`src/rtl/mips_alu_pkg.sv`:
```
// Shared MIPS ALU/MDU definitions: ALU function codes, MDU opcodes and MDU
// sequencer state encoding.
package mips_alu_pkg;

  localparam logic [2:0] ALU_F_AND = 3'b000;
  localparam logic [2:0] ALU_F_ADD = 3'b010;
  localparam logic [2:0] ALU_F_SUB = 3'b110;

  localparam logic MDU_OP_MULTU = 1'b0;
  localparam logic MDU_OP_DIVU  = 1'b1;

  typedef enum logic [1:0] {
    IDLE = 2'd0,
    RUN  = 2'd1,
    DONE = 2'd2
  } mdu_state_t;

endpackage

```
`src/rtl/mdu_sequencer.sv`:
```
// Multi-cycle MULTU/DIVU sequencer that borrows the shared ALU for one
// shift-add / restoring-subtract iteration per clock; results land in HI/LO.
module mdu_sequencer
  import mips_alu_pkg::*;
#(
  parameter int WIDTH = 32,
  parameter int CNT_W = 6
) (
  input  logic             clk,
  input  logic             rst,
  input  logic             start,
  input  logic             op,
  input  logic [WIDTH-1:0] src_a,
  input  logic [WIDTH-1:0] src_b,
  output logic             busy,
  output logic             done,
  output logic             dbz,
  output logic [WIDTH-1:0] hi,
  output logic [WIDTH-1:0] lo,
  output logic [WIDTH-1:0] alu_a,
  output logic [WIDTH-1:0] alu_b,
  output logic [2:0]       alu_f,
  input  logic [WIDTH-1:0] alu_y,
  input  logic             alu_carry
);

  mdu_state_t       state_r;
  mdu_state_t       state_s;
  logic [CNT_W-1:0] cnt_r;
  logic             op_r;
  logic [WIDTH-1:0] b_r;
  logic [WIDTH-1:0] hi_s;
  logic [WIDTH-1:0] lo_s;
  logic [WIDTH-1:0] rem_shift_s;
  logic             accept_s;
  logic             last_iter_s;

  // Divide works on the remainder shifted left by one with the next dividend bit.
  assign rem_shift_s = {hi[WIDTH-2:0], lo[WIDTH-1]};
  assign last_iter_s = (cnt_r == CNT_W'(WIDTH - 1));

  // ALU operand/function drive: only claims the ALU while iterating.
  always_comb begin
    alu_f = ALU_F_AND;
    alu_a = {WIDTH{1'b0}};
    alu_b = {WIDTH{1'b0}};
    if (state_r == RUN) begin
      if (op_r == MDU_OP_MULTU) begin
        alu_f = ALU_F_ADD;
        alu_a = hi;
        alu_b = lo[0] ? b_r : {WIDTH{1'b0}};
      end else begin
        alu_f = ALU_F_SUB;
        alu_a = rem_shift_s;
        alu_b = b_r;
      end
    end else begin
      alu_f = ALU_F_AND;
    end
  end

  // Next state and next HI/LO for one iteration.
  always_comb begin
    state_s  = state_r;
    hi_s     = hi;
    lo_s     = lo;
    accept_s = 1'b0;
    case (state_r)
      IDLE, DONE: begin
        if (start) begin
          accept_s = 1'b1;
          state_s  = RUN;
        end else begin
          state_s = IDLE;
        end
      end
      RUN: begin
        state_s = last_iter_s ? DONE : RUN;
        if (op_r == MDU_OP_MULTU) begin
          {hi_s, lo_s} = {alu_carry, alu_y, lo[WIDTH-1:1]};
        end else if (hi[WIDTH-1] | ~alu_carry) begin
          // A set top bit means the shifted remainder exceeds the divisor even
          // when the ALU reports a borrow; alu_y is still correct mod 2^WIDTH.
          hi_s = alu_y;
          lo_s = {lo[WIDTH-2:0], 1'b1};
        end else begin
          hi_s = rem_shift_s;
          lo_s = {lo[WIDTH-2:0], 1'b0};
        end
      end
      default: begin
        state_s = IDLE;
      end
    endcase
  end

  // State, counter, operand and result registers; busy/done registered from next state.
  always_ff @(posedge clk or posedge rst) begin
    if (rst) begin
      state_r <= IDLE;
      cnt_r   <= {CNT_W{1'b0}};
      op_r    <= 1'b0;
      b_r     <= {WIDTH{1'b0}};
      busy    <= 1'b0;
      done    <= 1'b0;
      dbz     <= 1'b0;
      hi      <= {WIDTH{1'b0}};
      lo      <= {WIDTH{1'b0}};
    end else begin
      state_r <= state_s;
      busy    <= (state_s == RUN);
      done    <= (state_s == DONE);
      if (accept_s) begin
        op_r  <= op;
        b_r   <= src_b;
        cnt_r <= {CNT_W{1'b0}};
        dbz   <= op & (src_b == {WIDTH{1'b0}});
        hi    <= {WIDTH{1'b0}};
        lo    <= src_a;
      end else if (state_r == RUN) begin
        cnt_r <= cnt_r + {{(CNT_W-1){1'b0}}, 1'b1};
        hi    <= hi_s;
        lo    <= lo_s;
      end else begin
        cnt_r <= cnt_r;
      end
    end
  end

endmodule
```
`config.mk`:
```
export PLATFORM = sky130hd
export DESIGN_NAME = mdu_sequencer
export DESIGN_NICKNAME = d
export VERILOG_FILES = /design/src/rtl/mips_alu_pkg.sv /design/src/rtl/mdu_sequencer.sv
export SDC_FILE = /design/constraint.sdc
export NUM_CORES = 1
export LEC_CHECK = 0
export ABC_AREA = 1
export CORE_AREA = 2 2 139 100
export DETAILED_ROUTE_END_ITERATION = 8
export DIE_AREA = 0 0 141 102
export PLACE_DENSITY = 0.86
export SYNTH_ARGS = -nofsm -noshare
export SYNTH_HDL_FRONTEND = slang
export SYNTH_SLANG_ARGS = --single-unit
```
`constraint.sdc`:
```
create_clock -name clk -period 7.2 [get_ports clk]
set_clock_uncertainty 0.05 [all_clocks]
set_input_delay 0.72 -clock clk [delete_from_list [all_inputs] [get_ports clk]]
set_output_delay 0.72 -clock clk [all_outputs]
set_load 0.005 [all_outputs]
```
==> results of run 1 <==
==> routing by layer <==
layer | wire (um) | up-vias | part of all wire, % | track usage (%)
met5 | 0 | - | 0 | 0
met4 | 72 | 0 | 0.40 | 3.54
met3 | 1560 | 6 | 8.6 | 6.28
met2 | 8130 | 247 | 45 | 40.1
met1 | 8400 | 2968 | 46 | 36.2
li1 | - | 3244 | - | -
==> critical path: cells and delay by family (launching register included) <==
family	cells	cell delay, ns
buffers and inverters	2	1.17
flip-flops	1	0.94
AO/OA/AOI/OAI	2	0.40
==> synthesized netlist by cell type (2+ instances only) <==
cell type  number
nand2_1       310
dfrtp_1       108
inv_1         106
o21ai_0        93
nand3_1        41
nor2_1         40
a21oi_1        34
buf_2          32
o211ai_1       29
o21ai_1        28
nor3_1         20
clkbuf_1       18
or2_2          12
buf_4           8
inv_2           4
o221ai_1        4
buf_6           3
nand2_2         3
a22oi_1         2
a31oi_1         2
==> layout by cell type, fill, tap and decap left out, types with 6 or more instances in the layout <==
cell type,count
buf_4,6
dfrtp_1,107
clkbuf_16,9
clkdlybuf4s50_1,233
or2_2,12
a21oi_1,34
o21ai_1,28
nor3_1,20
nor2_1,40
nand3_1,41
o211ai_1,29
o21ai_0,93
inv_1,105
nand2_1,310
==> cells by family (layout without fill, tap and decap cells) <==
family	count (synthesis)	after routing	synth area share, %
AOI/OAI and AO/OA	193	193	16.9
adders and majority gates	1	1	0.199
buffers and inverters	173	365	11.9
DFF	108	108	43.1
other	1	1	0.0598
and+or+nand+nor	430	430	27.9
==> state kept, by name (all words and copies together) (netlist names) <==
register  cells
hi           32
cnt_r         6
dbz           1
b_r          32
state_r       2
done          1
busy          1
lo           32
op_r          1
==> stage by stage <==
| step | worst slack, ns | instances |
|---|---|---|
| finish | 3.51 | 1264 |
| global route | 3.31 | 1264 |
| CTS | 3.58 | 1264 |
| detailed placement | 3.95 | 1249 |
| global placement | 4.05 | 1249 |
| floorplan | 3.58 | 906 |
==> where the power goes <==
part	leakage [uW]	internal [uW]	total (uW)	switching (uW)
combinational	0.00284	170	284	114
clock	0.000130	237	468	230
sequential	0.00117	638	673	35.5
==> area by class of cell <==
cell class	count	area share, %
clock buffers	9	2.56
clock inverters	6	0.554
well taps	166	2.36
flip-flops and latches	108	30.7
repair buffers	239	27.0
inverters	111	4.77
multi-input cells	625	32.1
==> path summary, 6_finish.rpt <==
| check | slack (ns) | end | cells past startpoint |
|---|---|---|---|
| min in group asynchronous | 0.72 | b_r[25] | 2 |
| min reg2reg | 0.43 | done | 1 |
| min | 0.43 | done | 1 |
| max reg2reg | 4.65 | lo[25] | 6 |
| max | 3.51 | alu_a[30] | 4 |
| max in group asynchronous | 5.05 | op_r | 3 |
==> results.json, run 1 <==
{
  "fp.dieW_um": 141,
  "status": "completed",
  "grt_pass1_vias": 5841,
  "seq_area_um2": 2710,
  "die_area_um2": 14400,
  "syn_nets": 1008,
  "io_buffers": 233,
  "n_antenna_cell": 0,
  "start_util_pct": 48.2,
  "arrival_ns": 2.92,
  "dp_hpwl_um": 12600,
  "num-fill-cells": 1096,
  "cp.required_ns": 6.43,
  "grt_max_degree": 89,
  "cts_buffer_depth": 2,
  "nNetsFinal": 1196,
  "p_leak_uw": 0.00415,
  "postCtsHoldBufs": 0,
  "postRouteWirelength_um": 18200,
  "grt_remaining_overflow": 0,
  "place_congestion": 0.862,
  "critPathCaptureType": "primary output",
  "hold_path.class": "register to register",
  "synth-seq-area-share_pct": 43.1,
  "cts_made_buffers": 9,
  "coreArea_um2": 13000,
  "grt_pass1_wl_um": 29600,
  "worstPathCellList": "buf_4 > o21ai_0 > a21oi_1 > clkdlybuf4s50_1",
  "peakVddDrop_uv": 113,
  "clock_latency_ns": 0.34,
  "placed_area_um2": 8540,
  "num_rows": 35,
  "slowest_stage": "dfrtp_4",
  "worstSetupStartpointType": "register",
  "wl_per_cell_um": 14.4,
  "rsz0062_at_grt": "no",
  "timing.rr.start": "state_r[0]",
  "synth_cell_types": 29,
  "ios": 235,
  "synth-edff-count": 0,
  "track_usage_pct": 25.2,
  "drtIter0Drc": 399,
  "synth_area_per_cell_um2": 6.92,
  "ant_nets": 0,
  "crit_start": "op_r",
  "cts_tree": "done",
  "hp-start": "cnt_r[5]",
  "min_period_over_period_pct": 51.3,
  "drv_cap": 0,
  "worst_pin_slew_ns": 1.05,
  "timing.hold.ws_ns": 0.431,
  "synth.area.top_cells": "dfrtp_1 (43%), nand2_1 (19%), o21ai_0 (7.4%)",
  "final_layout_size_suffix_gt1_share_pct": 4.19,
  "layout_min_cycle_time_ns": 3.69,
  "antenna_found_initial": 0,
  "ctsResizeCount": 0,
  "hold_violations": 0,
  "h-tree-depth": 3,
  "ys_async_sr_fraction_pct": 100,
  "synth_top_area_share_pct": 43.1,
  "synth_cells": 906,
  "synth-seq-cells": 108,
  "netlist_area_um2": 6270,
  "area_growth_pct": 40.5,
  "vias": 6465,
  "fmax_mhz": 271,
  "multi_input_area_um2": 2830,
  "setup_viol": 0,
  "post_cts_buffers": 0,
  "ys_warn_count": 0,
  "cts_sinks": 108,
  "postLayoutCellArea_um2": 8810,
  "setup.worst_path.class": "register to primary output",
  "p_total_uw": 1420,
  "powerDensity_nw_per_um2": 162,
  "die_h_um": 102,
  "dr.pass1.iters": 5,
  "cp_max_fo": 88,
  "cts_root_buf": "clkbuf_16",
  "tns_ns": 0,
  "final_util_pct": 67.8,
  "synthFlopType": "dfrtp_1",
  "max_slew_margin_pct": 30.1,
  "clk_pin_slew_ns": 0.07,
  "drc": 0,
  "cp_slowest_stage_delay_ns": 0.94,
  "finalMaxSlewViolations": 0,
  "viasPerCell": 5.11,
  "synth_top_area_cell": "dfrtp_1"
}
Power figures use the tool's default switching activity.
==> run 2, diff against run 1 <==
- CORE_AREA: 2 2 139 100 -> 2 2 151 109
- DIE_AREA: 0 0 141 102 -> 0 0 153 111
- PLACE_DENSITY: 0.86 -> 0.77
- clock period: 7.2 -> 3.3 ns (I/O delays scaled with it)
==> results.json, run 2 (same netlist as run 1, synthesis figures left out) <==
{
  "max_slew_margin_pct": 41.2,
  "reg_top3": "b_r: 32 flops, hi: 32 flops, lo: 32 flops",
  "worstSetupStartpointType": "register",
  "layout_common_cells": "nand2_1 (310), clkdlybuf4s50_1 (233), dfrtp_1 (107), inv_1 (105), o21ai_0 (93)",
  "arrival_ns": 2.47,
  "coreArea_um2": 15800,
  "grt_pass1_vias": 6013,
  "io_buffers": 233,
  "cp.required_ns": 2.92,
  "cp_slowest_stage_delay_ns": 0.82,
  "setup_viol": 0,
  "tns_ns": 0,
  "status": "completed",
  "ant_nets": 0,
  "num_rows": 39,
  "peakVddDrop_uv": 235,
  "path_delay_family": "buffers and inverters",
  "track_usage_pct": 21.7,
  "drc": 0,
  "clk_pin_slew_ns": 0.07,
  "wl_per_cell_um": 14.1,
  "antenna_found_initial": 0,
  "postRouteWirelength_um": 18500,
  "cp_max_fo": 66,
  "nNetsFinal": 1203,
  "hold_path.class": "register to register",
  "min_period_over_period_pct": 86.4,
  "critPathCaptureType": "primary output",
  "p_total_uw": 3170,
  "place_congestion": 0.839,
  "die_h_um": 111,
  "dr.pass1.iters": 5,
  "area_growth_pct": 42.8,
  "hold_violations": 0,
  "start_util_pct": 39.8,
  "grt_max_degree": 68,
  "final_layout_size_suffix_gt1_share_pct": 4.88,
  "fmax_mhz": 351,
  "ctsResizeCount": 0,
  "post_cts_buffers": 0,
  "grt_pass1_wl_um": 30800,
  "num-fill-cells": 1520,
  "critPathBufInv": 2,
  "n_antenna_cell": 0,
  "vias": 6486,
  "die_area_um2": 17000,
  "cts_made_buffers": 9,
  "dp_hpwl_um": 13000,
  "fp.dieW_um": 153,
  "ios": 235,
  "final_common_cell": "nand2_1",
  "viasPerCell": 4.95,
  "setup.worst_path.class": "register to primary output",
  "postCtsHoldBufs": 0,
  "grt_remaining_overflow": 0,
  "clock_latency_ns": 0.34,
  "powerDensity_nw_per_um2": 354,
  "drv_cap": 0,
  "h-tree-depth": 3,
  "cts_tree": "done",
  "slowest_stage": "dfrtp_4",
  "cts_sinks": 108,
  "layout_min_cycle_time_ns": 2.85,
  "p_leak_uw": 0.00420,
  "cts_root_buf": "clkbuf_16",
  "worstPathCellList": "buf_4 > o21ai_0 > a21oi_1 > clkdlybuf4s50_1",
  "finalMaxSlewViolations": 0,
  "rsz0062_at_grt": "no",
  "worst_pin_slew_ns": 0.882,
  "cts_buffer_depth": 2,
  "drtIter0Drc": 467
}
-- run 2: power breakdown --
| part | switching, uW | leakage (uW) | internal, uW |
|---|---|---|---|
| registers | 75.8 | 0.00117 | 1390 |
| clock network | 519 | 0.000140 | 564 |
| logic | 247 | 0.00288 | 374 |
| total | 842 | 0.00420 | 2330 |
-- run 2: layout make-up --
type                    instances  area, um2  area share, %
multi-input cells             625       2830           31.5
flip-flops and latches        108       2710           30.2
repair buffers                246       2450           27.4
inverters                     111        420           4.69
well taps                     205        256           2.86
clock buffers                  11        253           2.82
clock inverters                 5       43.8          0.489
-- run 2: stage by stage --
| step | utilization, % | setup WS [ns] | instance area (um2) | hold WS [ns] | std cells |
|---|---|---|---|---|---|
| after global routing | 56.9 | 0.217 | 8960 | 0.450 | 1311 |
| after global placement | 55.0 | 0.911 | 8660 | 0.414 | 1295 |
| after CTS | 56.9 | 0.445 | 8960 | 0.438 | 1311 |
| after detailed placement | 55.0 | 0.827 | 8660 | 0.417 | 1295 |
| final | 56.9 | 0.450 | 8960 | 0.434 | 1311 |
| after floorplan | - | 0.0744 | 6270 | 0.390 | 906 |
-- run 2: final timing paths --
check	start	endpoint	slack, ns	cells past startpoint
worst max-delay path	op_r	alu_a[29]	0.45	4
worst min-delay path	cnt_r[5]	state_r[1]	0.43	1
worst max register to register	state_r[0]	hi[12]	1.02	7
worst min register to register	cnt_r[5]	state_r[1]	0.43	1
max in group asynchronous	rst	state_r[0]	1.99	3
min in group asynchronous	rst	b_r[0]	0.48	2
-- run 2: per-layer routing --
layer	vias up	wire (um)	track usage [%]
met4	0	163	3.83
met1	2978	8900	31.9
met3	14	1440	5.71
li1	3264	-	-
met2	230	8010	32.8
met5	-	0	0
